File: src/rtl/opb_register_ppc2simulink_hs.sv
// OPB slave register, PPC -> fabric direction: a 32-bit data word handed to user
// logic with a valid/ack handshake, plus a read-only pending/overrun status word.

module opb_ppc2sl_byte_lane #(
    parameter logic [7:0] INIT = 8'h00
) (
    input  logic       clk,
    input  logic       rst,
    input  logic       we,
    input  logic [7:0] din,
    output logic [7:0] dout
);
    always_ff @(posedge clk) begin
        if (rst)     dout <= INIT;
        else if (we) dout <= din;
    end
endmodule

module opb_register_ppc2simulink_hs #(
    parameter logic [31:0] C_BASEADDR   = 32'h01004700,
    parameter logic [31:0] C_HIGHADDR   = 32'h010047FF,
    parameter int          C_OPB_AWIDTH = 32,
    parameter int          C_OPB_DWIDTH = 32,
    parameter              C_FAMILY     = "virtex5",
    parameter logic [31:0] C_INIT       = 32'h00000000
) (
    input  logic                      OPB_Clk,
    input  logic                      OPB_Rst,
    output logic [0:C_OPB_DWIDTH-1]   Sl_DBus,
    output logic                      Sl_errAck,
    output logic                      Sl_retry,
    output logic                      Sl_toutSup,
    output logic                      Sl_xferAck,
    input  logic [0:C_OPB_AWIDTH-1]   OPB_ABus,
    input  logic [0:C_OPB_DWIDTH/8-1] OPB_BE,
    input  logic [0:C_OPB_DWIDTH-1]   OPB_DBus,
    input  logic                      OPB_RNW,
    input  logic                      OPB_select,
    input  logic                      OPB_seqAddr,
    output logic [C_OPB_DWIDTH-1:0]   user_data_out,
    output logic                      user_data_valid,
    input  logic                      user_ack
);
    localparam int NUM_LANES = C_OPB_DWIDTH / 8;

    typedef enum logic [1:0] {S_IDLE, S_ACK, S_HOLD} state_t;

    typedef struct packed {
        logic                    rnw;
        logic                    status_sel;
        logic [NUM_LANES-1:0]    be;
        logic [C_OPB_DWIDTH-1:0] wdata;
    } opb_req_t;

    state_t                  state, state_d;
    opb_req_t                req_q, req_d;
    logic                    hit;
    logic [C_OPB_AWIDTH-1:0] abus;
    logic [C_OPB_DWIDTH-1:0] data_q;
    logic [C_OPB_DWIDTH-1:0] rd_word;
    logic                    pending;
    logic [15:0]             overrun;
    logic                    in_ack, data_wr, status_wr, user_taken;
    logic                    unused_inputs;

    assign unused_inputs = OPB_seqAddr;

    assign Sl_errAck  = 1'b0;
    assign Sl_retry   = 1'b0;
    assign Sl_toutSup = 1'b0;

    assign abus = OPB_ABus;
    assign hit  = OPB_select && (abus >= C_BASEADDR) && (abus <= C_HIGHADDR);

    // Request is latched on the hit edge; the ACK cycle works from this copy.
    always_comb begin
        req_d            = req_q;
        req_d.rnw        = OPB_RNW;
        req_d.status_sel = OPB_ABus[C_OPB_AWIDTH-3];
        req_d.wdata      = OPB_DBus;
        for (int i = 0; i < NUM_LANES; i++) req_d.be[i] = OPB_BE[i];
    end

    always_ff @(posedge OPB_Clk) begin
        if (OPB_Rst)                      req_q <= '0;
        else if (state == S_IDLE && hit)  req_q <= req_d;
    end

    always_ff @(posedge OPB_Clk) begin
        if (OPB_Rst) state <= S_IDLE;
        else         state <= state_d;
    end

    // HOLD gives the master a cycle to drop select so it is not acked twice.
    always_comb begin
        state_d = state;
        case (state)
            S_IDLE:  if (hit) state_d = S_ACK;
            S_ACK:   state_d = S_HOLD;
            S_HOLD:  state_d = S_IDLE;
            default: state_d = S_IDLE;
        endcase
    end

    assign in_ack     = (state == S_ACK);
    assign Sl_xferAck = in_ack;
    assign data_wr    = in_ack && !req_q.rnw && !req_q.status_sel && (|req_q.be);
    assign status_wr  = in_ack && !req_q.rnw &&  req_q.status_sel;
    assign user_taken = user_ack && pending;

    // OPB bit 0 is the MSB: overrun lands in OPB bits 0:15, pending in bit 31.
    assign rd_word = req_q.status_sel ? {overrun, {(C_OPB_DWIDTH-17){1'b0}}, pending} : data_q;
    assign Sl_DBus = (in_ack && req_q.rnw) ? rd_word : '0;

    for (genvar i = 0; i < NUM_LANES; i++) begin : g_lane
        opb_ppc2sl_byte_lane #(
            .INIT (C_INIT[C_OPB_DWIDTH-1-8*i -: 8])
        ) u_lane (
            .clk  (OPB_Clk),
            .rst  (OPB_Rst),
            .we   (data_wr && req_q.be[i]),
            .din  (req_q.wdata[C_OPB_DWIDTH-1-8*i -: 8]),
            .dout (data_q[C_OPB_DWIDTH-1-8*i -: 8])
        );
    end

    // A write landing on the same edge as user_ack wins and is not an overrun.
    always_ff @(posedge OPB_Clk) begin
        if (OPB_Rst) begin
            pending <= 1'b0;
            overrun <= 16'h0000;
        end else begin
            if (data_wr)         pending <= 1'b1;
            else if (user_taken) pending <= 1'b0;

            if (status_wr)
                overrun <= 16'h0000;
            else if (data_wr && pending && !user_taken && overrun != 16'hFFFF)
                overrun <= overrun + 16'd1;
        end
    end

    assign user_data_out   = data_q;
    assign user_data_valid = pending;
endmodule
File: config.mk
export PLATFORM = sky130hd
export DESIGN_NAME = opb_register_ppc2simulink_hs
export DESIGN_NICKNAME = d
export VERILOG_FILES = /design/src/rtl/opb_register_ppc2simulink_hs.sv
export SDC_FILE = /design/constraint.sdc
export NUM_CORES = 1
export LEC_CHECK = 0
export CORE_MARGIN = 1.5
export CORE_UTILIZATION = 55
export DETAILED_ROUTE_END_ITERATION = 16
export DONT_BUFFER_PORTS = 1
export PLACE_DENSITY_LB_ADDON = 0.15
export SYNTH_ARGS = -nofsm -noshare
export SYNTH_HDL_FRONTEND = slang
export SYNTH_SLANG_ARGS = --single-unit
File: constraint.sdc
create_clock -name OPB_Clk -period 1.9 [get_ports OPB_Clk]
set_input_delay 0.475 -clock OPB_Clk [delete_from_list [all_inputs] [get_ports OPB_Clk]]
set_output_delay 0.475 -clock OPB_Clk [all_outputs]
set_load 0.005 [all_outputs]
# After elaboration in Yosys (flattened, before gate mapping)
# Cells that the tools add are included.
totals:
  ff_bits: 89
  input_bits: 74
op_classes:
  muxes: 6
  eq_ne: 3
  n_addsub: 1
  n_reduce_logical: 23
  magnitude_cmp: 2
ops:
  columns: ["operator", "n"]
  rows:
  - ["$mux 32", 2]
  - ["$ge 32x25->1 const B", 1]
  - ["$le 32x25->1 const B", 1]
  - ["$add 16x1->16 const B", 1]
  - ["$logic_and 1x1->1", 16]
  - ["$ne 16x16->1 const B", 1]
  - ["$pmux 2 s2", 1]
  - ["$reduce_or 4->1", 1]
  - ["$logic_not 1->1", 3]
  - ["$eq 2x1->1 const B", 1]
  - ["$logic_not 2->1", 1]
  - ["$mux 1", 2]
  - ["$mux 2", 1]
  - ["$ne 2x2->1 const B", 1]
  - ["$reduce_bool 2->1", 1]
  - ["$reduce_or 2->1", 1]

# Logic depth before layout (Yosys ltp)
# Gate-level depths: netlist of the first run.
depth:
  depth_word: 7
  mapped_depth: 6

# Hierarchy
# A second synthesis of the first run with hierarchy kept.
hier_totals:
  hier_cells: 409
  area_unflattened_um2: 3893.7
by_module_without_submodules:
  columns: ["mod", "area_per_inst_um2", "cells_per_inst", "n_inst"]
  rows:
  - ["opb_register_ppc2simulink_hs", 2752.6, 305, 1]
  - ["opb_ppc2sl_byte_lane", 285.3, 26, 4]

# Worst setup path after synthesis of the first run
# Ideal clock, no wire load.
synth_timing:
  kind: "register to output"
  startpoint: "register state[0]"
  endpoint: "output port Sl_DBus[16] (netlist name)"
  path_slack_ns: 0.116
  arrival_ns: 1.309
  stages_incl_launch_ff: 6
  n_path_buf: 1
  cell_sequence: "dfxtp_1 nor2b_1 nand2_1 nor2_1 clkbuf_1 and2_1"
synth_via:
  elab_chain_cells: 3
synth_rtl:
  columns: ["element", "line_no", "rtl"]
  rows:
  - ["start, declared", "55", "state_t state, state_d;"]
  - ["start signal, assigned", "91", "else state <= state_d;"]
  - ["$eq 2x1->1", "105", "assign in_ack = (state == S_ACK);"]
  - ["net Sl_xferAck", "33", "output logic Sl_xferAck,"]
  - ["$logic_and 1x1->1", "113", "assign Sl_DBus = (in_ack && req_q.rnw) ? rd_word : '0;"]
  - ["$mux 32", "113", null]
  - ["end, declared", "29", "output logic [0:C_OPB_DWIDTH-1] Sl_DBus,"]
# The timed path passes the listed nets, and every way through them passes these cells.

# Worst setup path after layout of the first run
layout_timing:
  startpoint: "register state[1]"
  endpoint: "output port Sl_DBus[18] (netlist name)"
layout_via:
  elab_chain_cells: 3
layout_rtl:
  columns: ["element", "line_no"]
  rows:
  - ["$eq 2x1->1", "105"]
  - ["$logic_and 1x1->1", "113"]
  - ["$mux 32", "113"]
# No other way between the ends.

==> results.cfg, run 1 <==
[outcome]
run_status = finished with violations
failed_checks = setup timing

[yosys]
synth_ff_type = dfxtp_1
synth-adder-area-share = 0.00308
yosysWarningCount = 0
syn_inst = 505
synth_top_family_by_area = simple AND/OR/NAND/NOR gates
synth_area_um2 = 4060
synth-xor-area-share = 0
synthArstFlopShare = 0
synth_edf_count = 0
synth_simple_gate_area_frac = 0.282
ys_seq_elements = 89
synth_compound_area_frac = 0.174
yosysSeqAreaShare = 0.439
synthDistinctLibCells = 36
avgSynthCellArea_um2 = 8.03
synth.area.mux_share = 0.0493

[routing]
routed_wl_mm = 10.5
drc = 0
routed_via_density = 6.17
dr.pass1.iters = 5
wl_per_cell_um = 17.2
drt_iter0_drc = 247
ant_nets = 0
num_vias = 3745

[grt]
grt_use_total = 0.266
grt_max_degree = 78
grt_first_pass_wirelength_mm = 16.1
antenna_found_initial = 0
overflow = 0
grt_pass1_vias = 3351

[timing]
fin_tns_setup_ps = -685
fin_skew_ps = 8.68
setup_violations = 15
fin_ws_ps = -54.0
relSlewSlack = 0.602
fmax_mhz = 512
fin_crit_ps = 1950
slew_violations = 0
holdWs_ps = 195
post-route-period-util = 1.03
rsz0062_at_grt = yes
tightest_slew_ps = 593
hold_viol_final = 0

[cts]
cts.sinks = 89
clk_path_buf_depth = 2
cts_tree = done
clk_pin_slew_worst_paths_ps = 80
clk_latency_ps = 350
ctsHtreeMaxLevel = 3
cts_buffers = 9
cts-root-buf = clkbuf_8

[floorplan]
core_um2 = 7180
die_x_um = 88.9
initial_utilization = 0.565
die_h_um = 88.9
die-area_um2 = 7900
ios = 143
row_count = 31

[pwr]
power_mw = 3.12
p_sw_frac = 0.207
p_int_mw = 2.47
power_frac_seq = 0.598
p_comb_frac = 0.006
p_per_area_nw_per_um2 = 688
peakVddDrop_mv = 0.442
clkPwrFrac = 0.396
p_switching_mw = 0.645
p_leak_nw = 1.36

[critical_path]
crit_chain = buf_6 -> nor2b_4 -> nand2_2 -> nor2_4 -> buf_6 -> and2_4
slowest_stage = dfxtp_2
crit_path_end_kind = primary output
crit_arrival_ps = 1480
slowest_delay_ps = 350
rr_startpoint = state[1]
crit_required_ps = 1420
cpMostUsedCell = buf_6
crit_fanout = 8
worstReg2RegEnd = overrun[7]
critPathKind = reg2out
reg2reg_depth = 5
critPathBufInv = 2
setup.worst_path.start_class = flop
ff2ff_setup_slack_ps = 100
cp_top_family = simple AND/OR/NAND/NOR gates

[layout]
num_antenna_cells = 0
layout.cells.non_filler = 607
num-nets-final = 579
area_growth_pct = 11.6
fin_area_um2 = 4530
most-common-layout-cells = dfxtp_1 (86), a21oi_1 (84), nand3_1 (76), nand2_1 (44), o21ai_0 (40)
layout_commonest_cell = dfxtp_1
final_util = 0.631
layout-drive-gt1-share = 0.140

[placement]
dp_slack_ps = 26.9
gp_congestion = 0.896
dpl.hpwl_mm = 6.86
numPortBuffers = 0
place_inst = 586
dpl_cell_area_um2 = 4200

[flow_run]
maxCapViolCount = 0

[min_path]
hold_start = OPB_Rst
hold_depth = 1
hp-class = in2reg
worstHoldEndpoint = g_lane[1].u_lane.dout[5]
-- power groups by stage --
stage	Clock (mW)	Combinational, mW	Sequential (mW)
final	1.24	0.0187	1.86
after global routing	1.35	0.0207	1.86
after CTS	1.26	0.0181	1.86
after detailed placement	0	0.0181	1.91
after global placement	0	0.0179	1.91
after floorplan	0	0.0403	1.91
-- what timing repair did --
action / 4_1_cts / 5_1_grt
buffers inserted: 3 / 2
hold buffers: 0 / 0
pin swaps: 4 / 1
gates resized for setup: 22 / 13
setup endpoints to repair: 32 / 46
gates cloned: 1 / 0
-- cell type report --
type	count	area [um^2]
Multi-Input combinational cell	370	2150
Timing Repair Buffer	30	273
Tap cell	99	124
Inverter	4	15.0
Clock buffer	12	135
Fill cell	658	2650
Clock inverter	3	42.5
Sequential cell	89	1790
-- routing by layer --
metal | vias up | wire [um] | GRT usage
met5 | - | 0 | 0
met4 | 0 | 153 | 0.0895
met3 | 21 | 783 | 0.0683
met2 | 164 | 5230 | 0.445
met1 | 1753 | 4290 | 0.334
li1 | 1807 | - | -
-- cell families (layout without fill, tap and decap cells) --
family / count (synthesis) / count (layout)
simple gates: 211 / 211
compound gates: 135 / 135
flops: 89 / 89
buf+inv: 48 / 49
mux: 20 / 20
fa+ha+maj: 1 / 1
other cells: 1 / 3
-- cells in the mapped netlist (all sizes together) (2+ instances only) --
cell type,number,share of area
clkbuf,28,0.026
nand4,11,0.019
nor4bb,3,0.0074
nor4b,4,0.012
nor3,4,0.0049
dfxtp,89,0.44
nor2,20,0.019
and4,3,0.0065
or3,4,0.0062
and2,17,0.026
or4,10,0.019
nor4,5,0.011
mux2i,20,0.049
a21oi,84,0.10
nand2,45,0.042
inv,4,0.0037
buf,16,0.022
o21ai,40,0.049
nor2b,3,0.0046
and3,2,0.0031
o31ai,9,0.017
nand3,77,0.096
o41ai,2,0.0043
-- worst reg2reg max path: stages, from the launching register on --
cell     delay [ps]
dfxtp_2         350
nor4b_4         350
buf_4           180
nand3_4         150
or4_1           550
a21oi_1         150
-- worst max path at each step --
stage                     cells after the start           to  slack, ps      from
after floorplan                               5  Sl_DBus[16]        120  state[0]
after global placement                        4   overrun[4]        110  state[1]
after detailed placement                      4   overrun[7]         30  state[1]
after CTS                                     6  Sl_DBus[24]        -60  state[1]
after global routing                          6  Sl_DBus[18]       -120  state[1]
final                                         6  Sl_DBus[18]        -50  state[1]
-- flip-flops by register name, summed over array words and instances (netlist names) --
signal	count
g_lane.u_lane.dout	32
overrun	16
state	2
req_q	38
user_data_valid	1
Note: power is estimated with default switching activity, not from simulation.
==> run 2, diff against run 1 <==
Clock period 1.9 ns to 2.2 ns, I/O delays scaled along.
==> results.cfg, run 2 (synthesis gave the netlist of run 1 again) <==
[layout]
num_antenna_cells = 0
area_growth_pct = 6.78
most-common-layout-cells = dfxtp_1 (88), a21oi_1 (84), nand3_1 (76), nand2_1 (45), o21ai_0 (40)
layout_commonest_cell = dfxtp_1
layout-drive-gt1-share = 0.0749
largest_reg_flops = 38
largestRegisters = req_q x38, g_lane.u_lane.dout x32, overrun x16
n_fill_cell = 684
largest_register = req_q
layout.cells.non_filler = 593
num-nets-final = 564

[grt]
antenna_found_initial = 0
grt_max_degree = 78
grt_first_pass_wirelength_mm = 15.5
grt_pass1_vias = 3292
grt_use_total = 0.254
overflow = 0

[routing]
routed_via_density = 6.13
drt_iter0_drc = 184
wl_met3_um = 712
dr.pass1.iters = 5
met2_length_mm = 5.05
ant_nets = 0
wl_met1_mm = 4.19
routed_wl_mm = 10.1
drc = 0
highest_layer = met4
wl_per_cell_um = 17.0
num_vias = 3636

[floorplan]
die_h_um = 88.9
ios = 143
row_count = 31
core_um2 = 7180
die_x_um = 88.9
die-area_um2 = 7900
initial_utilization = 0.565

[critical_path]
slowest_stage = dfxtp_1
crit_arrival_ps = 1530
critPathBufInv = 2
crit_chain = buf_4 -> nor2_1 -> buf_4 -> and2_1
crit_fanout = 20
setup.worst_path.start_class = flop
crit_required_ps = 1650
rr_startpoint = state[1]
ff2ff_setup_slack_ps = 280
worstReg2RegEnd = overrun[12]
reg2reg_depth = 4
crit_path_end_kind = primary output
worstSetupStartpoint = req_q[36]
cpMostUsedCell = buf_4
critPathKind = reg2out
slowest_delay_ps = 380
cp_top_family = buffers and inverters

[cts]
cts-root-buf = clkbuf_8
ctsHtreeMaxLevel = 3
clk_latency_ps = 350
clk_path_buf_depth = 2
clk_pin_slew_worst_paths_ps = 80
cts_buffers = 9
cts.sinks = 89
cts_tree = done

[timing]
fin_tns_setup_ps = 0
relSlewSlack = 0.632
holdWs_ps = 268
tightest_slew_ps = 548
fin_crit_ps = 2080
fmax_mhz = 481
post-route-period-util = 0.946
fin_skew_ps = 9.43
slew_violations = 0
setup_violations = 0
rsz0062_at_grt = no
hold_viol_final = 0

[placement]
gp_congestion = 0.870
place_inst = 577
numPortBuffers = 0
dpl.hpwl_mm = 6.82

[pwr]
p_leak_nw = 1.25
p_per_area_nw_per_um2 = 631
power_mw = 2.73
peakVddDrop_mv = 0.358

[min_path]
hold_depth = 1
hold_start = OPB_Rst
hp-class = in2reg
worstHoldEndpoint = user_data_valid

[outcome]
run_status = finished clean

[flow_run]
maxCapViolCount = 0
## run 2: what timing repair did
item	in CTS	in global routing
gates resized for setup	1	3
setup buffers	0	0
setup endpoints to repair	15	16
hold buffers	0	0
## run 2: power breakdown
part	internal (mW)	leakage [nW]	total, mW	switching [mW]
logic	0.00697	0.442	0.0159	0.00896
registers	1.61	0.717	1.61	0.0000000158
clock network	0.553	0.0953	1.11	0.554
total	2.17	1.25	2.73	0.563
## run 2: per-layer routing
layer	track usage	up-vias
li1	-	1784
met1	0.311	1710
met2	0.435	127
met3	0.0572	15
met4	0.0980	0
met5	0	-
## run 2: per-stage QoR
step                       util  cell area (um^2)  setup WS (ps)
after floorplan               -              4070            341
after global placement    0.574              4120            289
after detailed placement  0.574              4120            252
after CTS                 0.602              4320           19.4
after global routing      0.604              4330           6.28
final                     0.604              4330            119
## run 2: worst max path at each step
stage / end / depth (start not counted)
finish: Sl_DBus[30] / 4
global route: Sl_DBus[19] / 5
CTS: Sl_DBus[30] / 5
detailed placement: overrun[3] / 4
global placement: overrun[4] / 4
floorplan: Sl_DBus[16] / 5
## run 2: area by class of cell
| type | count | area (um^2) | share of cell area |
|---|---|---|---|
| tap | 99 | 124 | 0.0286 |
| timing repair buffer | 15 | 125 | 0.0289 |
| inverter | 4 | 15.0 | 0.00347 |
| clock inverter | 5 | 55.1 | 0.0127 |
| multi-input combinational | 370 | 2090 | 0.482 |
| clock buffer | 11 | 141 | 0.0326 |
| sequential | 89 | 1780 | 0.411 |
==> run 3, diff against run 2 <==
Settings changed: ABC_AREA from default to 1, BUFFER_PORTS_ARGS from default to -buffer_cell sky130_fd_sc_hd__buf_4, CAP_MARGIN from default to 40, CORE_UTILIZATION 55 to 51, DONT_BUFFER_PORTS 1 to default.
==> results.cfg, run 3 <==
[outcome]
run_status = finished clean

[timing]
fmax_mhz = 480
slew_violations = 0
tightest_slew_ps = 564
setup_violations = 0
fin_tns_setup_ps = 0
post-route-period-util = 0.948
fin_skew_ps = 9.94
fin_crit_ps = 2080
hold_viol_final = 0
rsz0062_at_grt = no
relSlewSlack = 0.623
fin_ws_ps = 115

[cts]
clk_path_buf_depth = 2
cts_tree = done
ctsHtreeMaxLevel = 3
clk_pin_slew_worst_paths_ps = 90
clk_latency_ps = 360
cts_buffers = 9
cts-root-buf = clkbuf_8
cts.sinks = 89

[floorplan]
ios = 143
core_um2 = 8220
die_x_um = 95.0
die_h_um = 95.0
row_count = 33
initial_utilization = 0.525
die-area_um2 = 9020

[flow_run]
maxCapViolCount = 0

[routing]
routed_via_density = 5.06
drc = 0
drt_iter0_drc = 257
num_vias = 4391
wl_per_cell_um = 12.3
dr.pass1.iters = 4
ant_nets = 0
routed_wl_mm = 10.6

[grt]
grt_pass1_vias = 4016
grt_first_pass_wirelength_mm = 17.7
overflow = 0
antenna_found_initial = 0
grt_max_degree = 54
grt_use_total = 0.248

[layout]
n_fill_cell = 740
layout.cells.non_filler = 867
layout-drive-gt1-share = 0.226
area_growth_pct = 29.2
most-common-layout-cells = nand2_1 (159), buf_4 (138), nor2_1 (129), dfxtp_1 (89), a21oi_1 (63)
num-nets-final = 832
largestRegisters = req_q x38, g_lane.u_lane.dout x32, overrun x16
final_util = 0.678
layout_commonest_cell = nand2_1
largest_reg_flops = 38
num_antenna_cells = 0
largest_register = req_q

[yosys]
synthDistinctLibCells = 29
synth-xor-area-share = 0.0142
synth_common_cells = nand2_1 (160), nor2_1 (133), dfxtp_1 (89), a21oi_1 (63), nand3b_1 (39)
syn_inst = 641
synth-adder-area-share = 0.00290
yosys.area.top_type_share = 0.413
yosysWarningCount = 0
synth_compound_area_frac = 0.100
synth.area.mux_share = 0
avgSynthCellArea_um2 = 6.73
synth_top_family_by_area = simple AND/OR/NAND/NOR gates
synth_simple_gate_area_frac = 0.392
yosysTopAreaCell = dfxtp_1
synth_ff_type = dfxtp_1
ys_seq_elements = 89
synth_edf_count = 0
yosysMostFrequentCell = nand2_1
synthArstFlopShare = 0
ys_top_cells_by_area = dfxtp_1 (41%), nand2_1 (14%), nor2_1 (12%)
synth_area_um2 = 4310
yosysSeqAreaShare = 0.413

[critical_path]
cp_top_family = simple AND/OR/NAND/NOR gates
reg2reg_depth = 8
crit_arrival_ps = 1530
setup.worst_path.start_class = flop
crit_required_ps = 1650
crit_path_end_kind = primary output
crit_chain = inv_1 -> nand2_1 -> nor2_2 -> inv_4 -> a21oi_1 -> buf_4
slowest_delay_ps = 320
crit_fanout = 17
cp.depth = 6
critPathBufInv = 3
critPathKind = reg2out
slowest_stage = dfxtp_1

[pwr]
p_leak_nw = 2.24
power_mw = 2.92
peakVddDrop_mv = 0.385
p_per_area_nw_per_um2 = 523

[min_path]
hp-class = reg2reg
hold_depth = 2

[placement]
dp_slack_ps = 219
gp_congestion = 0.861
place_inst = 851
dpl.hpwl_mm = 7.93
numPortBuffers = 131
run 3: cells by family after synthesis:
logic type                 count (synthesis)
buffers and inverters                     78
DFF                                       89
adders and majority gates                  1
AOI/OAI and AO/OA                         84
other                                      1
and+or+nand+nor                          381
xor gates and xnor gates                   7
run 3: path summary, 6_finish.rpt:
check,slack [ps],to,start
setup / recovery,120,Sl_DBus[11],state[1]
setup reg to reg,450,g_lane[1].u_lane.dout[4],req_q[33]
hold reg to reg,470,req_q[15],req_q[15]
hold / removal,470,req_q[15],req_q[15]
run 3: tightest hold or removal path: cells and delay by family (launching register included):
family / cells / cell delay, ps
DFF: 1 / 330
and+or+nand+nor: 2 / 100
run 3: layer usage:
| metal | GRT usage | vias up | part of all wire |
|---|---|---|---|
| li1 | - | 2263 | - |
| met1 | 0.310 | 1976 | 0.44 |
| met2 | 0.427 | 138 | 0.48 |
| met3 | 0.0362 | 14 | 0.065 |
| met4 | 0.0995 | 0 | 0.020 |
| met5 | 0 | - | 0 |
run 3: through the flow:
| stage | hold WS (ps) | cell area (um^2) |
|---|---|---|
| after floorplan | 435 | 4320 |
| after global placement | 445 | 5360 |
| after detailed placement | 452 | 5360 |
| after CTS | 473 | 5560 |
| after global routing | 499 | 5570 |
| final | 467 | 5570 |
run 3: cell type report:
cell class              count  area (um^2)  area share
repair buffers            140         1080       0.193
multi-input cells         476         2220       0.399
flip-flops and latches     89         1780       0.320
clock buffers              11          141      0.0254
inverters                  41          156      0.0281
clock inverters             5         62.6      0.0112
well taps                 105          131      0.0236
run 3: power by group:
part | total (mW) | internal, mW | switching [mW]
clock | 1.14 | 0.562 | 0.582
combinational | 0.164 | 0.0994 | 0.0642
sequential | 1.61 | 1.61 | 0.0000000315
run 3: what timing repair did:
item | in CTS | in global routing
endpoints found under the setup margin | 17 | 32
resized for setup | 2 | 3
hold buffers | 0 | 0
buffers inserted | 0 | 0
